### src/rtl/uart_sample_framer_if.sv
// Opcode/transmitter handshake and frame status bundle for uart_sample_framer.
interface uart_sample_framer_if;
  logic [7:0] rx_data;
  logic       rx_ready;
  logic       tx_ready;
  logic [7:0] tx_data;
  logic       tx_start;
  logic       busy;
  logic       frame_done;
  logic       timeout_err;

  modport master (
    output rx_data, rx_ready, tx_ready,
    input  tx_data, tx_start, busy, frame_done, timeout_err
  );

  modport slave (
    input  rx_data, rx_ready, tx_ready,
    output tx_data, tx_start, busy, frame_done, timeout_err
  );
endinterface

### src/rtl/uart_sample_framer.sv
// Opcode-driven framer: snapshots four channel samples and streams a SYNC/OP/data/CHK frame to a UART tx.
// Optional macro SEQ_NUM_EN inserts an 8-bit frame sequence byte after the OP/NAK byte.
module uart_sample_framer #(
  parameter int unsigned SAMPLE_W     = 10,
  parameter logic [7:0]  SYNC_BYTE    = 8'hA5,
  parameter int unsigned BUSY_TIMEOUT = 1023
) (
  input  logic                clk,
  input  logic                reset_b,
  input  logic [SAMPLE_W-1:0] ch1_sample,
  input  logic [SAMPLE_W-1:0] ch2_sample,
  input  logic [SAMPLE_W-1:0] ch3_sample,
  input  logic [SAMPLE_W-1:0] ch4_sample,
  uart_sample_framer_if.slave bus
);

  localparam int unsigned TMO_W    = $clog2(BUSY_TIMEOUT + 1);
  localparam logic [7:0]  NAK_BYTE = 8'hEE;
  localparam logic [7:0]  OP_ALL   = 8'h0F;
`ifdef SEQ_NUM_EN
  localparam int unsigned HDR_LEN  = 3;
`else
  localparam int unsigned HDR_LEN  = 2;
`endif

  typedef enum logic [2:0] {S_IDLE, S_LOAD, S_WAIT_BUSY, S_WAIT_DONE, S_DONE} state_t;

  state_t              r_state, w_state_nxt;
  logic                r_rx_ready_q;
  logic [7:0]          r_op;
  logic [SAMPLE_W-1:0] r_snap [4];
  logic [7:0]          r_chk, w_chk_nxt, w_chk_upd;
  logic [3:0]          r_idx, w_idx_nxt, w_gen_idx, w_last;
  logic [TMO_W-1:0]    r_tmo, w_tmo_nxt;
  logic [7:0]          r_tx_data, w_tx_data_nxt, w_gen_byte;
  logic                r_tx_start, w_tx_start_nxt;
  logic                r_busy, w_busy_nxt;
  logic                r_frame_done, w_frame_done_nxt;
  logic                r_timeout_err, w_timeout_err_nxt;
  logic                w_rx_rise, w_accept, w_all, w_nak;
  logic [2:0]          w_k;
  logic [1:0]          w_ch;
  logic [SAMPLE_W-1:0] w_smp;
`ifdef SEQ_NUM_EN
  logic [7:0]          r_seq;
`endif

  assign w_rx_rise = bus.rx_ready & ~r_rx_ready_q;
  assign w_gen_idx = r_idx + 4'd1;
  assign w_chk_upd = (r_idx == 4'd0) ? r_chk : (r_chk ^ r_tx_data);

  // Frame shape decoded from the latched opcode
  always_comb begin : frame_shape
    w_all = (r_op == OP_ALL);
    w_nak = !w_all && !((r_op >= 8'h01) && (r_op <= 8'h04));
    if (w_all)      w_last = 4'(HDR_LEN + 8);
    else if (w_nak) w_last = 4'(HDR_LEN + 1);
    else            w_last = 4'(HDR_LEN + 2);
  end

  // Byte to present at the index following the current one
  always_comb begin : gen_byte
    w_k        = 3'(w_gen_idx - 4'(HDR_LEN));
    w_ch       = w_all ? w_k[2:1] : 2'(r_op[1:0] - 2'd1);
    w_smp      = r_snap[w_ch];
    w_gen_byte = w_k[0] ? w_smp[7:0] : 8'(w_smp >> 8);
    if (w_gen_idx == w_last)     w_gen_byte = w_chk_upd;
    else if (w_gen_idx == 4'd1)  w_gen_byte = w_nak ? NAK_BYTE : r_op;
`ifdef SEQ_NUM_EN
    else if (w_gen_idx == 4'd2)  w_gen_byte = r_seq;
`endif
    else if (w_nak)              w_gen_byte = r_op;
  end

  always_comb begin : fsm_comb
    w_state_nxt       = r_state;
    w_accept          = 1'b0;
    w_idx_nxt         = r_idx;
    w_chk_nxt         = r_chk;
    w_tmo_nxt         = r_tmo;
    w_tx_data_nxt     = r_tx_data;
    w_tx_start_nxt    = 1'b0;
    w_busy_nxt        = r_busy;
    w_frame_done_nxt  = 1'b0;
    w_timeout_err_nxt = r_timeout_err;
    case (r_state)
      S_IDLE: begin
        if (w_rx_rise) begin
          w_accept          = 1'b1;
          w_state_nxt       = S_LOAD;
          w_busy_nxt        = 1'b1;
          w_timeout_err_nxt = 1'b0;
          w_tx_data_nxt     = SYNC_BYTE;
          w_idx_nxt         = 4'd0;
          w_chk_nxt         = 8'd0;
        end
      end
      S_LOAD: begin
        if (bus.tx_ready) begin
          w_tx_start_nxt = 1'b1;
          w_tmo_nxt      = '0;
          w_state_nxt    = S_WAIT_BUSY;
        end
      end
      S_WAIT_BUSY: begin
        if (!bus.tx_ready) begin
          w_state_nxt = S_WAIT_DONE;
        end else if (r_tmo == TMO_W'(BUSY_TIMEOUT - 1)) begin
          // Transmitter never took the byte; resend it unchanged
          w_timeout_err_nxt = 1'b1;
          w_state_nxt       = S_LOAD;
        end else begin
          w_tmo_nxt = r_tmo + TMO_W'(1);
        end
      end
      S_WAIT_DONE: begin
        if (bus.tx_ready) begin
          if (r_idx == w_last) begin
            w_frame_done_nxt = 1'b1;
            w_state_nxt      = S_DONE;
          end else begin
            w_chk_nxt     = w_chk_upd;
            w_idx_nxt     = w_gen_idx;
            w_tx_data_nxt = w_gen_byte;
            w_state_nxt   = S_LOAD;
          end
        end
      end
      S_DONE: begin
        w_busy_nxt  = 1'b0;
        w_state_nxt = S_IDLE;
      end
      default: w_state_nxt = S_IDLE;
    endcase
  end

  always_ff @(posedge clk or negedge reset_b) begin : state_reg
    if (!reset_b) begin
      r_state       <= S_IDLE;
      r_rx_ready_q  <= 1'b0;
      r_idx         <= '0;
      r_chk         <= '0;
      r_tmo         <= '0;
      r_tx_data     <= '0;
      r_tx_start    <= 1'b0;
      r_busy        <= 1'b0;
      r_frame_done  <= 1'b0;
      r_timeout_err <= 1'b0;
    end else begin
      r_state       <= w_state_nxt;
      r_rx_ready_q  <= bus.rx_ready;
      r_idx         <= w_idx_nxt;
      r_chk         <= w_chk_nxt;
      r_tmo         <= w_tmo_nxt;
      r_tx_data     <= w_tx_data_nxt;
      r_tx_start    <= w_tx_start_nxt;
      r_busy        <= w_busy_nxt;
      r_frame_done  <= w_frame_done_nxt;
      r_timeout_err <= w_timeout_err_nxt;
    end
  end

  // Coherent opcode and sample snapshot taken on accept
  always_ff @(posedge clk or negedge reset_b) begin : snap_reg
    if (!reset_b) begin
      r_op <= '0;
      for (int i = 0; i < 4; i++) r_snap[i] <= '0;
    end else if (w_accept) begin
      r_op      <= bus.rx_data;
      r_snap[0] <= ch1_sample;
      r_snap[1] <= ch2_sample;
      r_snap[2] <= ch3_sample;
      r_snap[3] <= ch4_sample;
    end
  end

`ifdef SEQ_NUM_EN
  always_ff @(posedge clk or negedge reset_b) begin : seq_reg
    if (!reset_b)               r_seq <= '0;
    else if (r_state == S_DONE) r_seq <= r_seq + 8'd1;
  end
`endif

  assign bus.tx_data     = r_tx_data;
  assign bus.tx_start    = r_tx_start;
  assign bus.busy        = r_busy;
  assign bus.frame_done  = r_frame_done;
  assign bus.timeout_err = r_timeout_err;

endmodule

### src/flat_wrapper.sv
// flat-port wrapper written by rule: the top's interface ports become plain ports
module uart_sample_framer_flat 
#(
  parameter int unsigned SAMPLE_W     = 10,
  parameter logic [7:0]  SYNC_BYTE    = 8'hA5,
  parameter int unsigned BUSY_TIMEOUT = 1023
)
  (clk, reset_b, ch1_sample, ch2_sample, ch3_sample, ch4_sample, bus_rx_data, bus_rx_ready, bus_tx_ready, bus_tx_data, bus_tx_start, bus_busy, bus_frame_done, bus_timeout_err);
  uart_sample_framer_if bus_i ();
  input  logic clk;
  input  logic reset_b;
  input  logic [SAMPLE_W-1:0] ch1_sample;
  input  logic [SAMPLE_W-1:0] ch2_sample;
  input  logic [SAMPLE_W-1:0] ch3_sample;
  input  logic [SAMPLE_W-1:0] ch4_sample;
  input wire logic [$bits(bus_i.rx_data)-1:0] bus_rx_data;
  input wire logic [$bits(bus_i.rx_ready)-1:0] bus_rx_ready;
  input wire logic [$bits(bus_i.tx_ready)-1:0] bus_tx_ready;
  output wire logic [$bits(bus_i.tx_data)-1:0] bus_tx_data;
  output wire logic [$bits(bus_i.tx_start)-1:0] bus_tx_start;
  output wire logic [$bits(bus_i.busy)-1:0] bus_busy;
  output wire logic [$bits(bus_i.frame_done)-1:0] bus_frame_done;
  output wire logic [$bits(bus_i.timeout_err)-1:0] bus_timeout_err;
  assign bus_i.rx_data = bus_rx_data;
  assign bus_i.rx_ready = bus_rx_ready;
  assign bus_i.tx_ready = bus_tx_ready;
  assign bus_tx_data = bus_i.tx_data;
  assign bus_tx_start = bus_i.tx_start;
  assign bus_busy = bus_i.busy;
  assign bus_frame_done = bus_i.frame_done;
  assign bus_timeout_err = bus_i.timeout_err;
  uart_sample_framer #(.SAMPLE_W(SAMPLE_W), .SYNC_BYTE(SYNC_BYTE), .BUSY_TIMEOUT(BUSY_TIMEOUT)) u_core (.clk(clk), .reset_b(reset_b), .ch1_sample(ch1_sample), .ch2_sample(ch2_sample), .ch3_sample(ch3_sample), .ch4_sample(ch4_sample), .bus(bus_i));
endmodule
### config.mk
export PLATFORM = sky130hd
export DESIGN_NAME = uart_sample_framer_flat
export DESIGN_NICKNAME = d
export VERILOG_FILES = /design/src/rtl/uart_sample_framer_if.sv /design/src/rtl/uart_sample_framer.sv /design/src/flat_wrapper.sv
export SDC_FILE = /design/constraint.sdc
export NUM_CORES = 1
export LEC_CHECK = 0
export ABC_AREA = 1
export CAP_MARGIN = 10
export CORE_UTILIZATION = 45
export DETAILED_ROUTE_END_ITERATION = 6
export DONT_BUFFER_PORTS = 1
export MAX_ROUTING_LAYER = met4
export SKIP_LAST_GASP = 1
export SYNTH_ARGS = -nofsm -noshare
export SYNTH_HDL_FRONTEND = slang
export SYNTH_SLANG_ARGS = --single-unit
### constraint.sdc
create_clock -name clk -period 3.3 [get_ports clk]
set_clock_uncertainty 0.05 [all_clocks]
set_input_delay 0.495 -clock clk [delete_from_list [all_inputs] [get_ports clk]]
set_output_delay 0.495 -clock clk [all_outputs]
set_load 0.05 [all_outputs]
; After elaboration in Yosys (flattened, before gate mapping)
; Cells that the tools add are included.
[word_totals]
wordCells = 106
register_bits = 86
inputBits = 52
[classes]
eq_ne = 17
n_addsub = 4
bitwise_logic = 4
order_cmp = 3
reduce_logical = 15
muxes = 48
[ops]
columns = operator, count
row1 = $mux W8, 12
row2 = $mux W10, 5
row3 = $pmux W8 S2, 2
row4 = $mux W3, 7
row5 = $bmux W10 S2, 1
row6 = $pmux W10 S2, 1
row7 = $mux W4, 4
row8 = $reduce_and A4 Y1, 4
row9 = $pmux W3 S4, 1
row10 = $mux W1, 11
row11 = $add A10 B1 Y10 const B, 1
row12 = $eq A10 B10 Y1 const B, 1
row13 = $ne A2 B2 Y1 const B, 5
row14 = $eq A4 B4 Y1, 2
row15 = $eq A8 B4 Y1 const B, 1
row16 = $ge A8 B1 Y1 const B, 1
row17 = $le A8 B3 Y1 const B, 1
row18 = $pmux W4 S2, 1
row19 = $reduce_bool A2 Y1, 4
row20 = $xor A8 B8 Y8, 1
row21 = $eq A3 B2 Y1 const B, 2
row22 = $add A4 B1 Y4 const B, 1
row23 = $eq A4 B1 Y1 const B, 1
row24 = $logic_not A4 Y1, 1
row25 = other kinds (16), 20

; Longest topological paths before layout
[depth]
depth_word = 14
mapped_depth = 17
ltp_nobuf = 17

; Least setup slack after synthesis
; No wires, ideal clock.
[synth_timing]
path_kind = register -> register
from = register u_core.r_idx[0]
to = register u_core.r_tx_data[1], in the netlist u_core.bus.tx_data[1]
t_arrival_ns = 1.825
synth_period_minus_slack_ns = 1.993
t_required_ns = 3.132
setup_ns = 0.118
path_buffers = 0
stages_incl_launch_ff = 17
setup_slack_ns = 1.307
cell_sequence = dfrtp_1 inv_1 ha_1 inv_1 nand3_2 nand2_2 inv_2 nand2_1 nand2_2 inv_2 nand2_1 nand2_1 nand2_1 nand3_1 nand2_1 nand2_1 nand2_1
[synth_via]
elab_chain_cells = 14
word_cells_on_any_way = 21
[synth_rtl]
columns = item, line_no
row1 = start: declaration, uart_sample_framer.sv:33  ; logic [3:0] r_idx, w_idx_nxt, w_gen_idx, w_last;
row2 = start signal: assignment, uart_sample_framer.sv:152  ; r_idx <= w_idx_nxt;
row3 = $add A4 B1 Y4, uart_sample_framer.sv:49  ; assign w_gen_idx = r_idx + 4'd1;
row4 = $sub A3 B2 Y3, uart_sample_framer.sv:63  ; w_k = 3'(w_gen_idx - 4'(HDR_LEN));
row5 = $mux W2, uart_sample_framer.sv:64  ; w_ch = w_all ? w_k[2:1] : 2'(r_op[1:0] - 2'd1);
row6 = $not A2 Y3 (not written as such), uart_sample_framer.sv:65  ; w_smp = r_snap[w_ch];
row7 = $bmux W10 S2, uart_sample_framer.sv:65
row8 = $mux W10 (not written as such) (2 in a row), uart_sample_framer.sv:65
row9 = $mux W8, uart_sample_framer.sv:66  ; w_gen_byte = w_k[0] ? w_smp[7:0] : 8'(w_smp >> 8);
row10 = $mux W8, uart_sample_framer.sv:72  ; else if (w_nak) w_gen_byte = r_op;
row11 = $mux W8, uart_sample_framer.sv:68  ; else if (w_gen_idx == 4'd1) w_gen_byte = w_nak ? NAK_BYTE : r_op;
row12 = $mux W8, uart_sample_framer.sv:67  ; if (w_gen_idx == w_last) w_gen_byte = w_chk_upd;
row13 = $mux W8, uart_sample_framer.sv:118  ; if (r_idx == w_last) begin
row14 = $mux W8, uart_sample_framer.sv:117  ; if (bus.tx_ready) begin
row15 = $pmux W8 S2, uart_sample_framer.sv:86  ; case (r_state)
row16 = end signal: assignment, uart_sample_framer.sv:155  ; r_tx_data <= w_tx_data_nxt;
row17 = end: declaration, uart_sample_framer.sv:35  ; logic [7:0] r_tx_data, w_tx_data_nxt, w_gen_byte;
; Parallel ways exist; a longest one is shown, timed or not. The select of a mux whose other input is x is not followed.
; A chain may end at the register's enable or synchronous reset.

; Final worst setup path
[layout_timing]
from = register u_core.r_idx[0]
to = register u_core.r_tx_data[6], in the netlist u_core.bus.tx_data[6]
; The elaborated chain is that of the path after synthesis.

==> impl_metrics.py <==
metrics = {
    "outcome": {
        "outcome": "finished, final reports clean",
    },
    "layout": {
        "nets": 650,
        "final_cell_mix": "268 x nand2_1, 86 x dfrtp_1, 38 x nor2_1",
        "mostFrequentLayoutCell": "nand2_1",
        "syn_to_final_growth_pct": 7.619,
        "drive_gt1_frac": 0.08040,
        "final_cell_area_um2": 4772,
        "fin_util": 0.5092,
        "fillers": 968,
        "diodes": 0,
    },
    "floorplanning": {
        "dieArea_um2": 10250,
        "boundaryPins": 64,
        "die_h_um": 101.3,
        "die_w_um": 101.3,
        "core-area_um2": 9371,
        "fp-row-count": 35,
        "start_util": 0.4732,
    },
    "drt": {
        "ant_nets": 0,
        "routed.top_layer": "met4",
        "drt_iter0_drc": 235,
        "met3_length_um": 338,
        "dr_total_vias": 3595,
        "drc": 0,
        "first_pass_iters": 4,
        "avgViaCountPerCell": 4.952,
        "drt-met1-wl_um": 4783,
        "routedWlPerCell_um": 13.43,
        "wl_um": 9749,
        "wl_met2_um": 4455,
    },
    "clocking": {
        "numCtsBuffers": 9,
        "cts_buffer_depth": 2,
        "cts_resized": 0,
        "cts_hold_buf": 1,
        "cts_tree": "done",
        "insertion_delay_ns": 0.35,
        "clkSinkCount": 86,
        "cts_root_buffer": "clkbuf_8",
        "post_cts_buffers": 0,
        "htree_levels": 3,
        "clk_pin_slew_ns": 0.09,
    },
    "worst_setup_path": {
        "end_kind": "register",
        "arrival_ns": 2.82,
        "cp-start-kind": "register",
        "cp.required_ns": 3.54,
        "crit_fanout": 21,
        "rr_worst_depth": 15,
        "critical_path_class": "register to register",
    },
    "sta": {
        "finalSetupTns_ns": 0,
        "min_period_over_period": 0.7823,
        "finalMaxSlewViolations": 0,
        "setup_viol": 0,
        "slew_headroom": 0.3960,
        "worstMarginPinSlew_ns": 0.9005,
        "hold_viol": 0,
        "fin_crit_ns": 2.582,
        "fmax_mhz": 387.3,
        "grt_setup_unrepaired": "false",
        "holdWs_ns": 0.002496,
    },
    "synth": {
        "yosys.area.top_type": "dfrtp_1",
        "syn_inst": 596,
        "synth_edf_count": 0,
        "ys_seq_area_frac": 0.4853,
        "synth_seq_cells": 86,
        "synth_top_area_frac": 0.4853,
        "yosys_most_used_dff": "dfrtp_1",
        "synthDistinctLibCells": 35,
        "ys_warn_count": 0,
        "syn-num-nets": 652,
        "ys_async_sr_fraction": 1.000,
        "ys_top_cells_by_area": "dfrtp_1 49%, nand2_1 23%, nor2_1 3.2%",
        "synthesis.area_um2": 4434,
        "synth.avg_cell_area_um2": 7.440,
    },
    "grt": {
        "overflow": 0,
        "grt_pass1_wl_um": 16700,
        "antenna_found_initial": 0,
        "grt_pass1_vias": 3507,
        "grt_start_max_net_pins": 87,
        "grt_usage": 0.2175,
    },
    "flow_run": {
        "max_cap_violations": 0,
    },
    "power": {
        "power_frac_clock": 0.207,
        "ir_drop_mv": 0.3989,
        "power_frac_comb": 0.361,
        "swShare": 0.4280,
        "internal_power_uw": 2375,
        "p_leak_uw": 0.002402,
        "p_switching_uw": 1777,
        "power_frac_seq": 0.432,
        "power_per_cell_area_nw_per_um2": 870.0,
    },
    "min_path": {
        "hp-class": "input port to async pin",
    },
    "placement": {
        "post_dp_cell_area_um2": 4519,
        "dp_hpwl_um": 7057,
        "portBuffers": 0,
        "gp_congestion": 0.9221,
    },
}
registers in the layout (all words and copies together) (netlist names), 3 cells and up:
register and cells:
u_core.r_chk 8, u_core.r_idx 4, u_core.r_op 8, u_core.r_tmo 10, u_core.bus.tx_data 8, u_core.r_state 3
u_core.r_snap 40
cell usage after synthesis (2+ instances only):
cell type / number
o21ai_1: 16
nor2_2: 4
nand4_1: 4
nand3_1: 26
a21oi_1: 15
clkbuf_1: 9
xor2_1: 8
o22ai_1: 3
inv_1: 33
nor3_1: 7
nor2_1: 38
buf_4: 2
nand2_2: 8
inv_2: 13
or2_0: 2
o21ai_0: 27
o21a_1: 2
nand2_1: 268
dfrtp_1: 86
buf_6: 3
ha_1: 4
clkinv_1: 2
nand3b_1: 4
layer usage:
layer  vias to the layer above  GRT usage
li1                       1859          -
met1                      1649     0.2844
met2                        72     0.3412
met3                        15    0.03727
met4                         0    0.07692
met5                         -          -
worst max-delay path, stage by stage, from the launching register on:
cell and delay (ns):
dfrtp_1 0.49, inv_1 0.13, ha_1 0.33, inv_1 0.11, nand3_2 0.11, nand2_2 0.29, inv_2 0.13, nand2_1 0.15
nand2_2 0.11, inv_2 0.11, nand2_1 0.06, nand2_1 0.05, nor2_1 0.05, o21ai_1 0.19, nand2_1 0.09, nand2_1 0.06
per-stage QoR:
stage / worst slack, ns / instances / power [uW]
after floorplan: 1.307 / 596 / 2954
after detailed placement: 0.7851 / 711 / 3288
after CTS: 0.7533 / 726 / 4187
after global routing: 0.4190 / 726 / 4493
after global placement: 0.8588 / 711 / 3255
final: 0.7183 / 726 / 4152
layout make-up:
type / count / area, um2 / share of cell area
clock inverters: 4 / 97.59 / 0.02045
repair buffers: 3 / 42.54 / 0.008915
multi-input cells: 446 / 2011 / 0.4213
well taps: 129 / 161.4 / 0.03382
flip-flops and latches: 86 / 2152 / 0.4510
clock buffers: 10 / 127.6 / 0.02674
inverters: 48 / 180.2 / 0.03776
power by group through the flow:
stage | Clock, uW | Sequential, uW | Combinational [uW]
after floorplan | 0 | 1720 | 1240
after global placement | 0 | 1810 | 1440
after detailed placement | 0 | 1820 | 1470
after CTS | 885 | 1800 | 1500
after global routing | 925 | 1840 | 1730
final | 860 | 1800 | 1500
cell families after synthesis:
group	Yosys count	share of synthesized area
AOI/OAI and AO/OA	68	0.08493
xor gates and xnor gates	9	0.01778
adders and majority gates	4	0.01129
buffers and inverters	64	0.06123
DFF	86	0.4853
and+or+nand+nor	365	0.3394
final timing paths:
| kind | from | end | slack (ns) |
|---|---|---|---|
| worst max-delay path | u_core.r_idx[0] | u_core.bus.tx_data[6] | 0.72 |
| worst min-delay path | reset_b | u_core.r_tmo[9] | 0.002 |
| min in group clk | bus_rx_ready | u_core.r_rx_ready_q | 0.12 |
| max in group asynchronous | reset_b | u_core.r_snap[25] | 2.88 |
| worst min register to register | u_core.r_tmo[3] | u_core.r_tmo[3] | 0.42 |
| worst max register to register | u_core.r_idx[0] | u_core.bus.tx_data[6] | 0.72 |
Note: power is estimated with default switching activity, not from simulation.
